**config.mk**
```make
export PLATFORM = sky130hd
export DESIGN_NAME = morse_decoder
export DESIGN_NICKNAME = d
export VERILOG_FILES = /design/src/rtl/morse_decoder.sv
export SDC_FILE = /design/constraint.sdc
export NUM_CORES = 1
export LEC_CHECK = 0
export CORE_ASPECT_RATIO = 0.8
export CORE_MARGIN = 3
export CORE_UTILIZATION = 65
export CTS_CLUSTER_SIZE = 40
export DETAILED_ROUTE_END_ITERATION = 16
export PLACE_DENSITY = 0.85
export SYNTH_ARGS = -nofsm -noshare
export SYNTH_HDL_FRONTEND = slang
export SYNTH_SLANG_ARGS = --single-unit
```
**constraint.sdc**
```tcl
create_clock -name clk -period 8.7 [get_ports clk]
set_input_delay 0.87 -clock clk [delete_from_list [all_inputs] [get_ports clk]]
set_output_delay 0.87 -clock clk [all_outputs]
set_load 0.01 [all_outputs]
```
**src/rtl/morse_decoder.sv**
```systemverilog
// Straight-key Morse receiver: times marks/spaces, decodes A-Z letters.
// Optional MORSE_GLITCH_FILTER_EN adds a key stability filter.
module morse_decoder #(
  parameter int UNIT_CYCLES   = 16,
  parameter int CNT_W         = 12,
  parameter int GLITCH_CYCLES = 3
) (
  input  logic       clk,
  input  logic       rst_n,
  input  logic       key_in,
  output logic       char_valid,
  output logic [4:0] char_code,
  output logic       char_err,
  output logic       word_gap,
  output logic       busy
);

  localparam logic [CNT_W-1:0] DASH_MIN = CNT_W'(2 * UNIT_CYCLES);
  localparam logic [CNT_W-1:0] LG_M1    = CNT_W'(2 * UNIT_CYCLES - 1);
  localparam logic [CNT_W-1:0] WG_M1    = CNT_W'(5 * UNIT_CYCLES - 1);
  localparam logic [CNT_W-1:0] CNT_MAX  = '1;

  typedef enum logic [1:0] {IDLE, MARK, SPACE, GAP} state_t;

  state_t           state, state_n;
  logic             key_m, key_s, key_f;
  logic [CNT_W-1:0] mark_cnt, space_cnt;
  logic [4:0]       pattern;
  logic [2:0]       sym_cnt;
  logic             ovf;
  logic             fire_char, fire_word, dash;
  logic [5:0]       dec;

  always_ff @(posedge clk or negedge rst_n) begin
    if (!rst_n) begin
      key_m <= 1'b0;
      key_s <= 1'b0;
    end else begin
      key_m <= key_in;
      key_s <= key_m;
    end
  end

`ifdef MORSE_GLITCH_FILTER_EN
  localparam int GW = $clog2(GLITCH_CYCLES + 1);
  logic [GW-1:0] glt_cnt;

  // level moves only after key_s disagrees for GLITCH_CYCLES cycles
  always_ff @(posedge clk or negedge rst_n) begin
    if (!rst_n) begin
      glt_cnt <= '0;
      key_f   <= 1'b0;
    end else if (key_s == key_f) begin
      glt_cnt <= '0;
    end else if (glt_cnt == GW'(GLITCH_CYCLES - 1)) begin
      glt_cnt <= '0;
      key_f   <= key_s;
    end else begin
      glt_cnt <= glt_cnt + 1'b1;
    end
  end
`else
  assign key_f = key_s;
`endif

  function automatic logic [CNT_W-1:0] sat_inc(input logic [CNT_W-1:0] x);
    return (x == CNT_MAX) ? x : x + 1'b1;
  endfunction

  // returns {err, code}; pattern is LSB-first, 1 = dash
  function automatic logic [5:0] decode(input logic [2:0] n,
                                        input logic [3:0] p,
                                        input logic       o);
    logic [5:0] r;
    r = {1'b1, 5'd0};
    case ({n, p})
      {3'd2, 4'd2}:  r = 6'd0;
      {3'd4, 4'd1}:  r = 6'd1;
      {3'd4, 4'd5}:  r = 6'd2;
      {3'd3, 4'd1}:  r = 6'd3;
      {3'd1, 4'd0}:  r = 6'd4;
      {3'd4, 4'd4}:  r = 6'd5;
      {3'd3, 4'd3}:  r = 6'd6;
      {3'd4, 4'd0}:  r = 6'd7;
      {3'd2, 4'd0}:  r = 6'd8;
      {3'd4, 4'd14}: r = 6'd9;
      {3'd3, 4'd5}:  r = 6'd10;
      {3'd4, 4'd2}:  r = 6'd11;
      {3'd2, 4'd3}:  r = 6'd12;
      {3'd2, 4'd1}:  r = 6'd13;
      {3'd3, 4'd7}:  r = 6'd14;
      {3'd4, 4'd6}:  r = 6'd15;
      {3'd4, 4'd11}: r = 6'd16;
      {3'd3, 4'd2}:  r = 6'd17;
      {3'd3, 4'd0}:  r = 6'd18;
      {3'd1, 4'd1}:  r = 6'd19;
      {3'd3, 4'd4}:  r = 6'd20;
      {3'd4, 4'd8}:  r = 6'd21;
      {3'd3, 4'd6}:  r = 6'd22;
      {3'd4, 4'd9}:  r = 6'd23;
      {3'd4, 4'd13}: r = 6'd24;
      {3'd4, 4'd3}:  r = 6'd25;
      default:       r = {1'b1, 5'd0};
    endcase
    if (o) r = {1'b1, 5'd0};
    return r;
  endfunction

  always_ff @(posedge clk or negedge rst_n) begin
    if (!rst_n) state <= IDLE;
    else        state <= state_n;
  end

  // threshold events take priority over a simultaneous key edge
  always_comb begin
    state_n = state;
    unique case (state)
      IDLE:  if (key_f) state_n = MARK;
      MARK:  if (!key_f) state_n = SPACE;
      SPACE: begin
        if (space_cnt == LG_M1) state_n = GAP;
        else if (key_f)         state_n = MARK;
      end
      GAP: begin
        if (space_cnt == WG_M1) state_n = IDLE;
        else if (key_f)         state_n = MARK;
      end
      default: state_n = IDLE;
    endcase
  end

  always_comb begin
    fire_char = 1'b0;
    fire_word = 1'b0;
    busy      = 1'b0;
    unique case (state)
      IDLE:  busy = 1'b0;
      MARK:  busy = 1'b1;
      SPACE: begin
        busy      = 1'b1;
        fire_char = (space_cnt == LG_M1);
      end
      GAP: begin
        busy      = 1'b1;
        fire_word = (space_cnt == WG_M1);
      end
      default: busy = 1'b0;
    endcase
  end

  assign dash = (mark_cnt >= DASH_MIN);
  assign dec  = decode(sym_cnt, pattern[3:0], ovf);

  always_ff @(posedge clk or negedge rst_n) begin
    if (!rst_n) begin
      mark_cnt   <= '0;
      space_cnt  <= '0;
      pattern    <= '0;
      sym_cnt    <= '0;
      ovf        <= 1'b0;
      char_valid <= 1'b0;
      char_code  <= '0;
      char_err   <= 1'b0;
      word_gap   <= 1'b0;
    end else begin
      char_valid <= fire_char;
      word_gap   <= fire_word;
      if (fire_char) begin
        char_err  <= dec[5];
        char_code <= dec[4:0];
      end
      unique case (state)
        IDLE: begin
          if (key_f) begin
            mark_cnt <= CNT_W'(1);
            pattern  <= '0;
            sym_cnt  <= '0;
            ovf      <= 1'b0;
          end
        end
        MARK: begin
          if (key_f) begin
            mark_cnt <= sat_inc(mark_cnt);
          end else begin
            if (sym_cnt < 3'd5) begin
              pattern <= pattern | (5'(dash) << sym_cnt);
              sym_cnt <= sym_cnt + 1'b1;
            end else begin
              ovf <= 1'b1;
            end
            space_cnt <= CNT_W'(1);
          end
        end
        SPACE: begin
          if (!fire_char && key_f) mark_cnt <= CNT_W'(1);
          else                     space_cnt <= sat_inc(space_cnt);
        end
        GAP: begin
          if (!fire_word && key_f) begin
            mark_cnt <= CNT_W'(1);
            pattern  <= '0;
            sym_cnt  <= '0;
            ovf      <= 1'b0;
          end else begin
            space_cnt <= sat_inc(space_cnt);
          end
        end
        default: ;
      endcase
    end
  end

endmodule

```
==> qor.txt, run 1 <==
initial antenna violation count -> 0
vias in the first global route -> 2137
Worst-Margin Slew -> 0.964 ns
Final Max Slew Viols -> 0
Post-CTS Hold Fix Bufs -> 0
post-layout util -> 74.4%
Arr. time, crit path -> 3.33 ns
die height -> 63.7 um
core area -> 3900 um2
Main synth FF type -> dfrtp_1
Comb power frac -> 18.6%
Setup Crit Path Kind -> flip-flop to flip-flop
antenna-violating nets left -> 0
outcome -> finished, final reports clean
Die ar. -> 4980 um2
final count of negative-setup-slack endpoints -> 0
root buf cell -> clkbuf_8
Starting Density -> 69.3%
nets@finish -> 339
Syn Area/Cell -> 8.30 um2
Critical Path Sink Type -> flip-flop
CTS tree -> built
RSZ-0062 raised after global routing -> false
Netlist Area Pre-Place -> 2710 um2
maximum root-to-sink buffer count -> 2
Static Leak -> 1.20 nW
relative slew slack -> 35.7%
Hold Path Class -> flip-flop to flip-flop
largest net degree at the start of global routing -> 45
sw power -> 0.159 mW
drt pass-1 iters -> 5
Clock power frac -> 28.2%
final HPWL from detailed placement -> 4.23 mm
Post-CTS Setup Repair Bufs -> 0
Worst EP required -> 8.92 ns
clock skew -> 0.00745 ns
RePlAce Congestion -> 0.940
share of layout cells above drive strength 1 -> 4.27%
post-CTS sizing -> 0
I/O pin count -> 12
Yosys cell types -> 47
Die X -> 78.1 um
row cnt -> 20
net switching share of the total power -> 33.3%
clk slew on worst S/H paths -> 0.08 ns
CTS Sinks -> 44
pwr dens -> 165 nW/um2
routed vias/inst -> 6.39
setup TNS -> 0 ns
synthesized netlist cell count -> 326
ant diodes -> 0
area grow syn2layout -> 7.40%
Post-synth EDFFs -> 0
Internal Pwr Total -> 0.319 mW
Total Routing Usage GR -> 26.0%
Syn Nets -> 338
Max H-tree Level -> 2
total grt overflow -> 0
startpoint types -> flip-flop
port bufs -> 11
Hold Vio Cnt, Final -> 0
total power -> 0.479 mW
Async SR Flop Fraction -> 100%
max cap viols -> 0
first-pass GRT wire length -> 10.3 mm
Final period util -> 35.7%
WL per Instance -> 15.8 um
maximum vdd drop -> 0.000121 V
CTS Buf Count -> 5
final wirelength -> 6.04 mm
clk_lat worst skew -> 0.30 ns
Syn. warnings -> 0
Seq cells post-synth -> 44
Seq/Total Area, Yosys -> 40.7%
Initial DRC Count -> 363
minimum clock period -> 3.11 ns
Flop pwr share -> 53.2%
DRC viols -> 0
max frequency -> 322 MHz
Hold Slack -> 0.356 ns
via count -> 2449
CP Max Fanout -> 15
-- Yosys cell counts, drive strengths merged, types with 3 or more instances --
| cell | number | area share [%] |
|---|---|---|
| dfrtp | 44 | 41 |
| nand2 | 39 | 5.4 |
| a22o | 3 | 0.97 |
| nor3 | 15 | 2.8 |
| nor2b | 5 | 1.2 |
| a31oi | 3 | 0.69 |
| nand4 | 10 | 2.3 |
| inv | 20 | 2.8 |
| and2 | 3 | 0.69 |
| nand3 | 14 | 2.6 |
| o21ai | 26 | 4.8 |
| nor2 | 25 | 3.5 |
| mux2i | 3 | 1.1 |
| a21oi | 21 | 3.9 |
| a21o | 5 | 1.4 |
| xnor2 | 4 | 1.3 |
| o211ai | 3 | 0.83 |
| and3 | 3 | 0.69 |
| ha | 9 | 4.2 |
| or4 | 8 | 2.2 |
| nor4 | 6 | 1.4 |
| o31ai | 9 | 2.5 |
| clkbuf | 15 | 2.1 |
| o22ai | 4 | 0.92 |
-- placed cells by master (no fill, tap or decap), types with 3 or more instances in the layout --
master,instances
dfrtp_1,44
nand2_1,39
nor2_1,25
o21ai_0,25
a21oi_1,21
inv_1,20
nor3_1,15
nand3_1,14
nand4_1,10
clkdlybuf4s50_1,10
o31ai_1,9
ha_1,9
or4_1,8
nor4_1,6
clkbuf_8,6
nor2b_1,5
a21o_1,5
o22ai_1,4
xnor2_1,4
and2_1,3
and3_1,3
o211ai_1,3
a31oi_1,3
a22o_1,3
mux2i_1,3
-- path summary, 6_finish.rpt --
check	startpoint	endpoint	slack (ns)	cells after the start
min in group asynchronous	rst_n	mark_cnt[10]	0.71	1
worst min register to register	key_m	key_f	0.36	0
worst max-delay path	space_cnt[5]	space_cnt[8]	5.59	6
max in group asynchronous	rst_n	pattern[0]	7.38	1
worst min-delay path	key_m	key_f	0.36	0
worst max register to register	space_cnt[5]	space_cnt[8]	5.59	6
-- cells by family (layout without fill, tap and decap cells) --
logic type | Yosys count | in the layout | share of synthesized area [%]
flops | 44 | 44 | 40.7
mux | 4 | 4 | 1.53
fa+ha+maj | 9 | 9 | 4.16
xor+xnor | 4 | 4 | 1.29
buf+inv | 37 | 39 | 5.23
compound gates | 90 | 90 | 21.6
simple gates | 138 | 138 | 25.5
-- sequential cells by signal, summed over array words and instances, names as in the netlist, 2 cells and up --
| register | cells |
|---|---|
| pattern | 4 |
| space_cnt | 12 |
| char_code | 5 |
| sym_cnt | 3 |
| mark_cnt | 12 |
| state | 2 |
-- layer usage --
metal,track usage [%],up-vias,part of all wire (%)
li1,-,1188,-
met1,38.2,1137,47
met2,39.4,108,44
met3,4.86,16,7.0
met4,7.42,0,1.8
met5,0,-,0
-- layout make-up --
cell class                 count  area (um2)
inverter                      20        75.1
clock buffer                   6        82.6
sequential                    44        1100
fill                         302         998
timing repair buffer          11         105
tap                           55        68.8
multi-input combinational    245        1460
clock inverter                 2        10.0
-- power by group through the flow --
stage               Combinational [mW]  Sequential [mW]  Clock (mW)
global placement                0.0844            0.256           0
detailed placement              0.0877            0.257           0
floorplan                       0.0809            0.237           0
finish                          0.0889            0.255       0.135
global route                     0.101            0.258       0.145
CTS                             0.0886            0.253       0.135
-- stage by stage --
stage          instance area, um2  std cells  setup slack (ns)
2_1_floorplan                2710        326              5.83
3_3_place_gp                 2810        375              5.71
3_5_place_dp                 2810        375              5.62
4_1_cts                      2910        383              5.58
5_1_grt                      2910        383              5.48
6_report                     2910        383              5.59
-- critical path, cell delays in order (launching register included) --
cell	delay [ns]
dfrtp_1	0.44
or4_1	0.60
or4_1	0.64
o211a_4	0.29
or3b_4	0.48
or4_1	0.42
a21oi_1	0.16
No activity file was read; power rests on OpenSTA's default activity.
==> inputs of run 2 (changes only) <==
Settings changed: CORE_UTILIZATION 65 to 60, PLACE_DENSITY 0.85 to 0.79.
Clock period 8.7 ns to 3.1 ns, I/O delays scaled along.
==> run 2 against run 1 <==
Net effect:
- clock skew is 0.0030 ns lower
- via count increased by 0.69%
- sequential cell count unchanged
- global-route usage shrank 1.7 points
- non-clock buffer count grew 7
- highest routed layer unchanged
- largest power group unchanged
==> qor.txt, run 2 (same netlist as run 1, synthesis figures left out) <==
largest net degree at the start of global routing -> 45
outcome -> finished, final reports clean
routed vias/inst -> 6.29
Arr. time, crit path -> 3.15 ns
final HPWL from detailed placement -> 4.31 mm
port bufs -> 11
Place WS -> 0.0962 ns
drt pass-1 iters -> 5
Static Leak -> 1.23 nW
critical path buffer and inverter count -> 0
Die X -> 81.1 um
startpoint types -> flip-flop
Setup Crit Path Kind -> flip-flop to flip-flop
initial antenna violation count -> 0
most frequent cells in the layout -> dfrtp_1 (44), nand2_1 (39), nor2_1 (25), o21ai_0 (25), a21oi_1 (21)
Regs by FF count -> mark_cnt (12), space_cnt (12), char_code (5)
worst setup margin -> 0.163 ns
I/O pin count -> 12
clock skew -> 0.00448 ns
setup TNS -> 0 ns
maximum vdd drop -> 0.000381 V
post-CTS sizing -> 0
clk slew on worst S/H paths -> 0.08 ns
root buf cell -> clkbuf_8
Post-CTS Hold Fix Bufs -> 0
die height -> 66.1 um
area grow syn2layout -> 9.44%
commonest non-fill, non-tap cell in the layout -> dfrtp_1
CTS Sinks -> 44
max cap viols -> 0
clk_lat worst skew -> 0.29 ns
minimum clock period -> 2.94 ns
RePlAce Congestion -> 0.911
vias in the first global route -> 2091
most used cell, CP -> or4_1
CP Max Fanout -> 8
ant diodes -> 0
Hold Vio Cnt, Final -> 0
DRC viols -> 0
share of layout cells above drive strength 1 -> 6.27%
nets@finish -> 346
Worst EP required -> 3.31 ns
final count of negative-setup-slack endpoints -> 0
RSZ-0062 raised after global routing -> false
maximum root-to-sink buffer count -> 2
antenna-violating nets left -> 0
row cnt -> 21
Hold Path Class -> input pin to async pin
max frequency -> 341 MHz
Final period util -> 94.7%
CTS tree -> built
relative slew slack -> 37.7%
Total Routing Usage GR -> 24.3%
Starting Density -> 63.6%
Slowest cell on crit path -> or4_1
Die ar. -> 5360 um2
CTS Buf Count -> 5
first-pass GRT wire length -> 10.1 mm
Critical Path Sink Type -> flip-flop
Crit path largest cell delay -> 0.58 ns
Initial DRC Count -> 241
Post-CTS Setup Repair Bufs -> 0
pwr dens -> 449 nW/um2
core area -> 4260 um2
final wirelength -> 5.95 mm
Final Max Slew Viols -> 0
WL per Instance -> 15.2 um
Max H-tree Level -> 2
Worst-Margin Slew -> 0.934 ns
total grt overflow -> 0
via count -> 2466
Cell Chain, Critical Path -> or4_1 -> or4_1 -> o211a_4 -> or3b_4 -> or4_1 -> a21oi_1
crit-path leading delay family -> simple AND/OR/NAND/NOR gates
## run 2: cell types whose count changed in the layout (fill, tap and decap cells not counted), sizes merged
cell  previous run  this run
buf              1         8
## run 2: path summary, 6_finish.rpt
path | from | endpoint | slack, ns | cells past startpoint
max in group asynchronous | rst_n | sym_cnt[1] | 2.36 | 1
min in group clk | key_m | key_f | 0.35 | 0
max | space_cnt[5] | space_cnt[8] | 0.16 | 6
min | rst_n | mark_cnt[10] | 0.16 | 1
min reg2reg | key_m | key_f | 0.35 | 0
max reg2reg | space_cnt[5] | space_cnt[8] | 0.16 | 6
## run 2: power breakdown
| group | total (mW) | internal (mW) | switching, mW | leakage, nW |
|---|---|---|---|---|
| Combinational | 0.259 | 0.110 | 0.149 | 0.589 |
| Clock | 0.367 | 0.178 | 0.189 | 0.0510 |
| Sequential | 0.704 | 0.614 | 0.0897 | 0.594 |
| Total | 1.33 | 0.902 | 0.428 | 1.23 |
## run 2: through the flow
step                hold WS [ns]  total power, mW  util (%)  cell area [um2]  instances
global route               0.229             1.42      69.5             2960        392
finish                     0.157             1.33      69.5             2960        392
detailed placement         0.337            0.967      67.2             2860        383
CTS                        0.199             1.33      69.4             2950        391
floorplan                 0.0144            0.892         -             2710        326
global placement           0.334            0.963      67.2             2860        383
## run 2: cell type report
class / instances / area (um2)
fill: 361 / 1300
inverter: 20 / 75.1
multi-input combinational: 245 / 1460
clock inverter: 2 / 10.0
timing repair buffer: 18 / 158
tap: 57 / 71.3
clock buffer: 6 / 82.6
sequential: 44 / 1100
## run 2: routing by layer
layer / track usage (%) / vias to the layer above / wire length, um
met1: 37.1 / 1185 / 2910
met5: 0 / - / 0
met3: 4.50 / 6 / 293
met4: 5.06 / 0 / 51
met2: 35.9 / 67 / 2690
li1: - / 1208 / -
==> RTL edit 1, RTL diff (settings of run 1) <==
The parameter `CNT_W` goes from 12 to 24.
--- a/src/rtl/morse_decoder.sv
+++ b/src/rtl/morse_decoder.sv
@@ -3,5 +3,5 @@
 module morse_decoder #(
   parameter int UNIT_CYCLES   = 16,
-  parameter int CNT_W         = 12,
+  parameter int CNT_W         = 24,
   parameter int GLITCH_CYCLES = 3
 ) (
Function: same outputs for any inputs over 10 cycles, from zero or initial values and one cycle with rst_n low; that may be too few to reach the edited logic, so the function may still have changed.
==> RTL edit 1 against run 1 <==
- wire length rose by 75%
- total power rose by 47%
- setup slack improved by 0.31 ns
- via count rose by 68%
- clock skew rose by 0.00090 ns
- sequential cell count rose by 24
- non-clock buffer count rose by 4
- global-route usage rose by 2.5 points
- synthesized area rose by 63%
- cell count rose by 51%
- final area rose by 61%
- critical path type is now flip-flop to primary output
==> RTL edit 1: results <==
[clocking]
post_cts_buffers = 0
clock_latency_ns = 0.35
cts_resized = 0
cts_made_buffers = 9
h-tree-depth = 3
cts_root_buf = clkbuf_8
clockBufferDepth = 2
clkSlewWorstSetupHoldPaths_ns = 0.07

[global_routing]
antenna_found_initial = 0
track_usage_pct = 28.5
grt_first_pass_wirelength_mm = 18.3
grt_pass1_vias = 3760
grt_max_degree = 69

[sta]
slew-limit-headroom_pct = 17.7
fin_skew_ns = 0.00835

[worst_hold_path]
hp-start = key_m
hold_path_class = flip-flop to flip-flop

[logic_synthesis]
ys_top_cells_by_area = dfrtp_1, o31ai_1, or4_1
yosys_warnings = 0
synthArstFlopShare_pct = 100
synth_common_cells = dfrtp_1, nand2_1, a21oi_1, o31ai_1, or4_1
synth_fp_nets = 514
synth_cell_types = 61
ys_seq_area_share_pct = 38.5

[critical_path]
cp-endpoint = busy
worstReg2RegEnd = space_cnt[15]
cp-startpoint = state[1]
reg2regPathDepth = 6
arrival_ns = 1.93
cp_max_fo = 19
reg2reg_from = space_cnt[0]
r2r_slack_ns = 5.93

[run_status]
status = completed

[final_layout]
largest_registers = mark_cnt x24, space_cnt x24, char_code x5
drive_gt1_share_pct = 6.65
antenna_cells = 0
fillers = 499

[routing]
drt-total-wl_mm = 10.5
dr.pass1.iters = 5
via_per_inst = 7.09
drtIter0Drc = 493

[place]
place.gp.congestion = 0.868
dpl.hpwl_mm = 7.00
port_buffers = 11

[pwr]
ir_worst_vdd_uv = 96.7
p_leak_nw = 1.81
==> RTL edit 1: per-stage QoR <==
step / cells / setup slack [ns] / area (um^2)
finish: 580 / 5.90 / 4680
global route: 580 / 5.58 / 4680
CTS: 580 / 5.93 / 4680
detailed placement: 564 / 5.95 / 4500
global placement: 564 / 6.04 / 4500
floorplan: 502 / 6.47 / 4420
==> RTL edit 1: worst min-delay path by stage <==
stage	slack, ns	endpoint	cells after the start
floorplan	0.33	key_f	0
global placement	0.33	key_f	0
detailed placement	0.34	key_f	0
CTS	0.36	key_f	0
global route	0.36	key_f	0
finish	0.35	key_f	0
==> RTL edit 1: power breakdown <==
group	switching, mW	leakage (nW)	internal [mW]
registers	0.0373	0.929	0.329
logic	0.0557	0.788	0.0391
clock network	0.116	0.0937	0.127
==> RTL edit 1: cell families after synthesis <==
| logic type | count (synthesis) | synth area share [%] |
|---|---|---|
| multiplexers | 10 | 2.32 |
| flip-flops | 68 | 38.5 |
| XOR/XNOR | 2 | 0.397 |
| adder cells (fa/ha/maj) | 9 | 2.55 |
| AO/OA/AOI/OAI | 140 | 21.2 |
| buffers and inverters | 49 | 4.56 |
| AND/OR/NAND/NOR | 224 | 30.4 |
==> RTL edit 1: cell type report <==
cell class              count  area [um^2]  area share (%)
clock buffers              15          176            3.77
clock inverters             1         5.00           0.107
inverters                  12         45.0           0.962
multi-input cells         385         2520            53.7
flip-flops and latches     68         1700            36.3
well taps                  84          105            2.24
repair buffers             15          135            2.88
==> RTL edit 1: worst max-delay path: stages (launching register included) <==
cell	delay, ns
dfrtp_1	0.71
or2_1	0.30
clkdlybuf4s50_1	0.58
==> RTL edit 1: per-layer routing <==
layer  share of wire [%]  global-route usage [%]
met1                  44                    40.0
met2                  48                    45.5
met3                 6.4                    6.11
met4                 1.2                    7.23
met5                   0                       0
==> RTL edit 2, RTL diff (flow settings as in run 1) <==
Without the edit above. The 4 states of `state_t` get a one-hot encoding in 4 bits.
--- a/src/rtl/morse_decoder.sv
+++ b/src/rtl/morse_decoder.sv
@@ -21,5 +21,5 @@
   localparam logic [CNT_W-1:0] CNT_MAX  = '1;
 
-  typedef enum logic [1:0] {IDLE, MARK, SPACE, GAP} state_t;
+  typedef enum logic [3:0] {IDLE = 4'b0001, MARK = 4'b0010, SPACE = 4'b0100, GAP = 4'b1000} state_t;
 
   state_t           state, state_n;
Behaviour: same outputs for any inputs over 10 cycles, from zero or initial values and one cycle with rst_n low; not proved beyond that.
==> RTL edit 2 against run 1 <==
- setup slack worse by 0.19 ns
- clock skew rose by 0.0034 ns
- sequential share of layout area decreased by 1.7 points
- synthesized area is 9.9% higher
- wire length grew 9.4%
- worst hold slack got worse by 0.0029 ns
- final area grew 9.7%
- sequential cell count up 2
Power is not compared: it rests on default switching activity, and its combinational part moved more than twofold at a synthesized area within 25%.
==> RTL edit 2: results <==
[sta]
fin_skew_ns = 0.0108
tightest_slew_ns = 1.16

[critical_path]
slowest_stage = or4b_2
arrival_ns = 2.43
cpPeakStageDelay_ns = 0.86
cp_max_fo = 12

[final_layout]
fillers = 300
antenna_cells = 0
drive_gt1_share_pct = 7.40
nNetsFinal = 349
largest_registers = mark_cnt x12, space_cnt x12, char_code x5

[logic_synthesis]
yosysTopAreaCellShare_pct = 37.9
synth_xor_area_share_pct = 0.295
synth_compound_area_share_pct = 26.2
synth_common_cells = dfrtp_1, nor2_1, nand2_1, o31ai_1, a21oi_1
synthAdderAreaFrac_pct = 3.79
synth_cell_types = 62
ys_top_cells_by_area = dfrtp_1, o31ai_1, ha_1
ys_seq_area_share_pct = 38.8
synthArstFlopShare_pct = 100
synth_mux_area_share_pct = 1.05

[routing]
dr.pass1.iters = 5
drtIter0Drc = 353
drt-wirelength-per-cell_um = 16.7
vias = 2643

[pwr]
switching_share_pct = 37.3

[global_routing]
grt_pass1_vias = 2407
track_usage_pct = 27.1
grt_first_pass_wirelength_mm = 11.5
grt_max_degree = 47

[clocking]
cts_made_buffers = 5
h-tree-depth = 2
cts_resized = 0
post_cts_buffers = 0

[place]
dpl.hpwl_mm = 4.62
place.gp.congestion = 0.909

[run_status]
status = completed
==> RTL edit 2: cell count changes after synthesis, moves of 5 or more <==
cell and delta:
o31ai_1 +12, nand2b_1 +6, o21ai_0 -9, a31oi_1 +11, or4_1 -7, inv_1 -8
nor2_1 +5, nand2_1 -18
==> RTL edit 2: per-layer routing <==
metal | vias to the layer above | track usage, % | share of wire, %
met2 | 90 | 41.0 | 44
met1 | 1265 | 39.7 | 49
met4 | 0 | 7.05 | 0.51
met5 | - | 0 | 0
met3 | 4 | 5.68 | 6.2
li1 | 1284 | - | -
==> RTL edit 2: path summary, 6_finish.rpt <==
| kind | start | slack [ns] | endpoint | cells past startpoint |
|---|---|---|---|---|
| worst min register to register | key_m | 0.35 | key_f | 0 |
| min in group asynchronous | rst_n | 0.71 | space_cnt[2] | 1 |
| worst max register to register | space_cnt[0] | 5.86 | space_cnt[9] | 6 |
| worst max-delay path | state[2] | 5.40 | busy | 3 |
| max in group asynchronous | rst_n | 7.36 | space_cnt[5] | 1 |
| worst min-delay path | key_m | 0.35 | key_f | 0 |
==> RTL edit 2: layout make-up <==
cell class                 instances  area share, %
tap                               57           2.24
clock inverter                     3           1.37
inverter                          13           1.53
sequential                        46           36.2
multi-input combinational        257           52.5
clock buffer                       5           2.16
timing repair buffer              14           4.00
==> RTL edit 2: power by group through the flow <==
stage	Combinational, mW	Sequential, mW	Clock, mW
2_1_floorplan	0.163	0.252	0
5_1_grt	0.216	0.277	0.176
3_3_place_gp	0.188	0.272	0
4_1_cts	0.192	0.270	0.167
6_report	0.194	0.272	0.164
3_5_place_dp	0.190	0.274	0
==> RTL edit 2: logic make-up after synthesis <==
family / Yosys count
buffers and inverters: 36
AOI/OAI and AO/OA: 111
muxes: 3
DFF: 46
and+or+nand+nor: 133
xor gates and xnor gates: 1
adders and majority gates: 9
==> RTL edit 2: worst register-to-register path, cell delays in order, from the launching register on <==
cell,delay [ns]
dfrtp_1,0.42
ha_1,0.28
nand4_1,0.28
or3_1,0.49
o221ai_1,0.93
nor3_1,0.13
o22ai_1,0.21
==> RTL edit 2: stage by stage <==
step	std cells	util [%]	hold WS, ns	instance area, um^2	setup WS [ns]
after global placement	387	71.8	0.339	3070	5.78
after CTS	395	74.4	0.358	3190	5.39
final	395	74.4	0.353	3190	5.40
after global routing	395	74.4	0.360	3190	5.28
after floorplan	339	-	0.331	2970	6.35
after detailed placement	387	71.8	0.338	3070	5.73
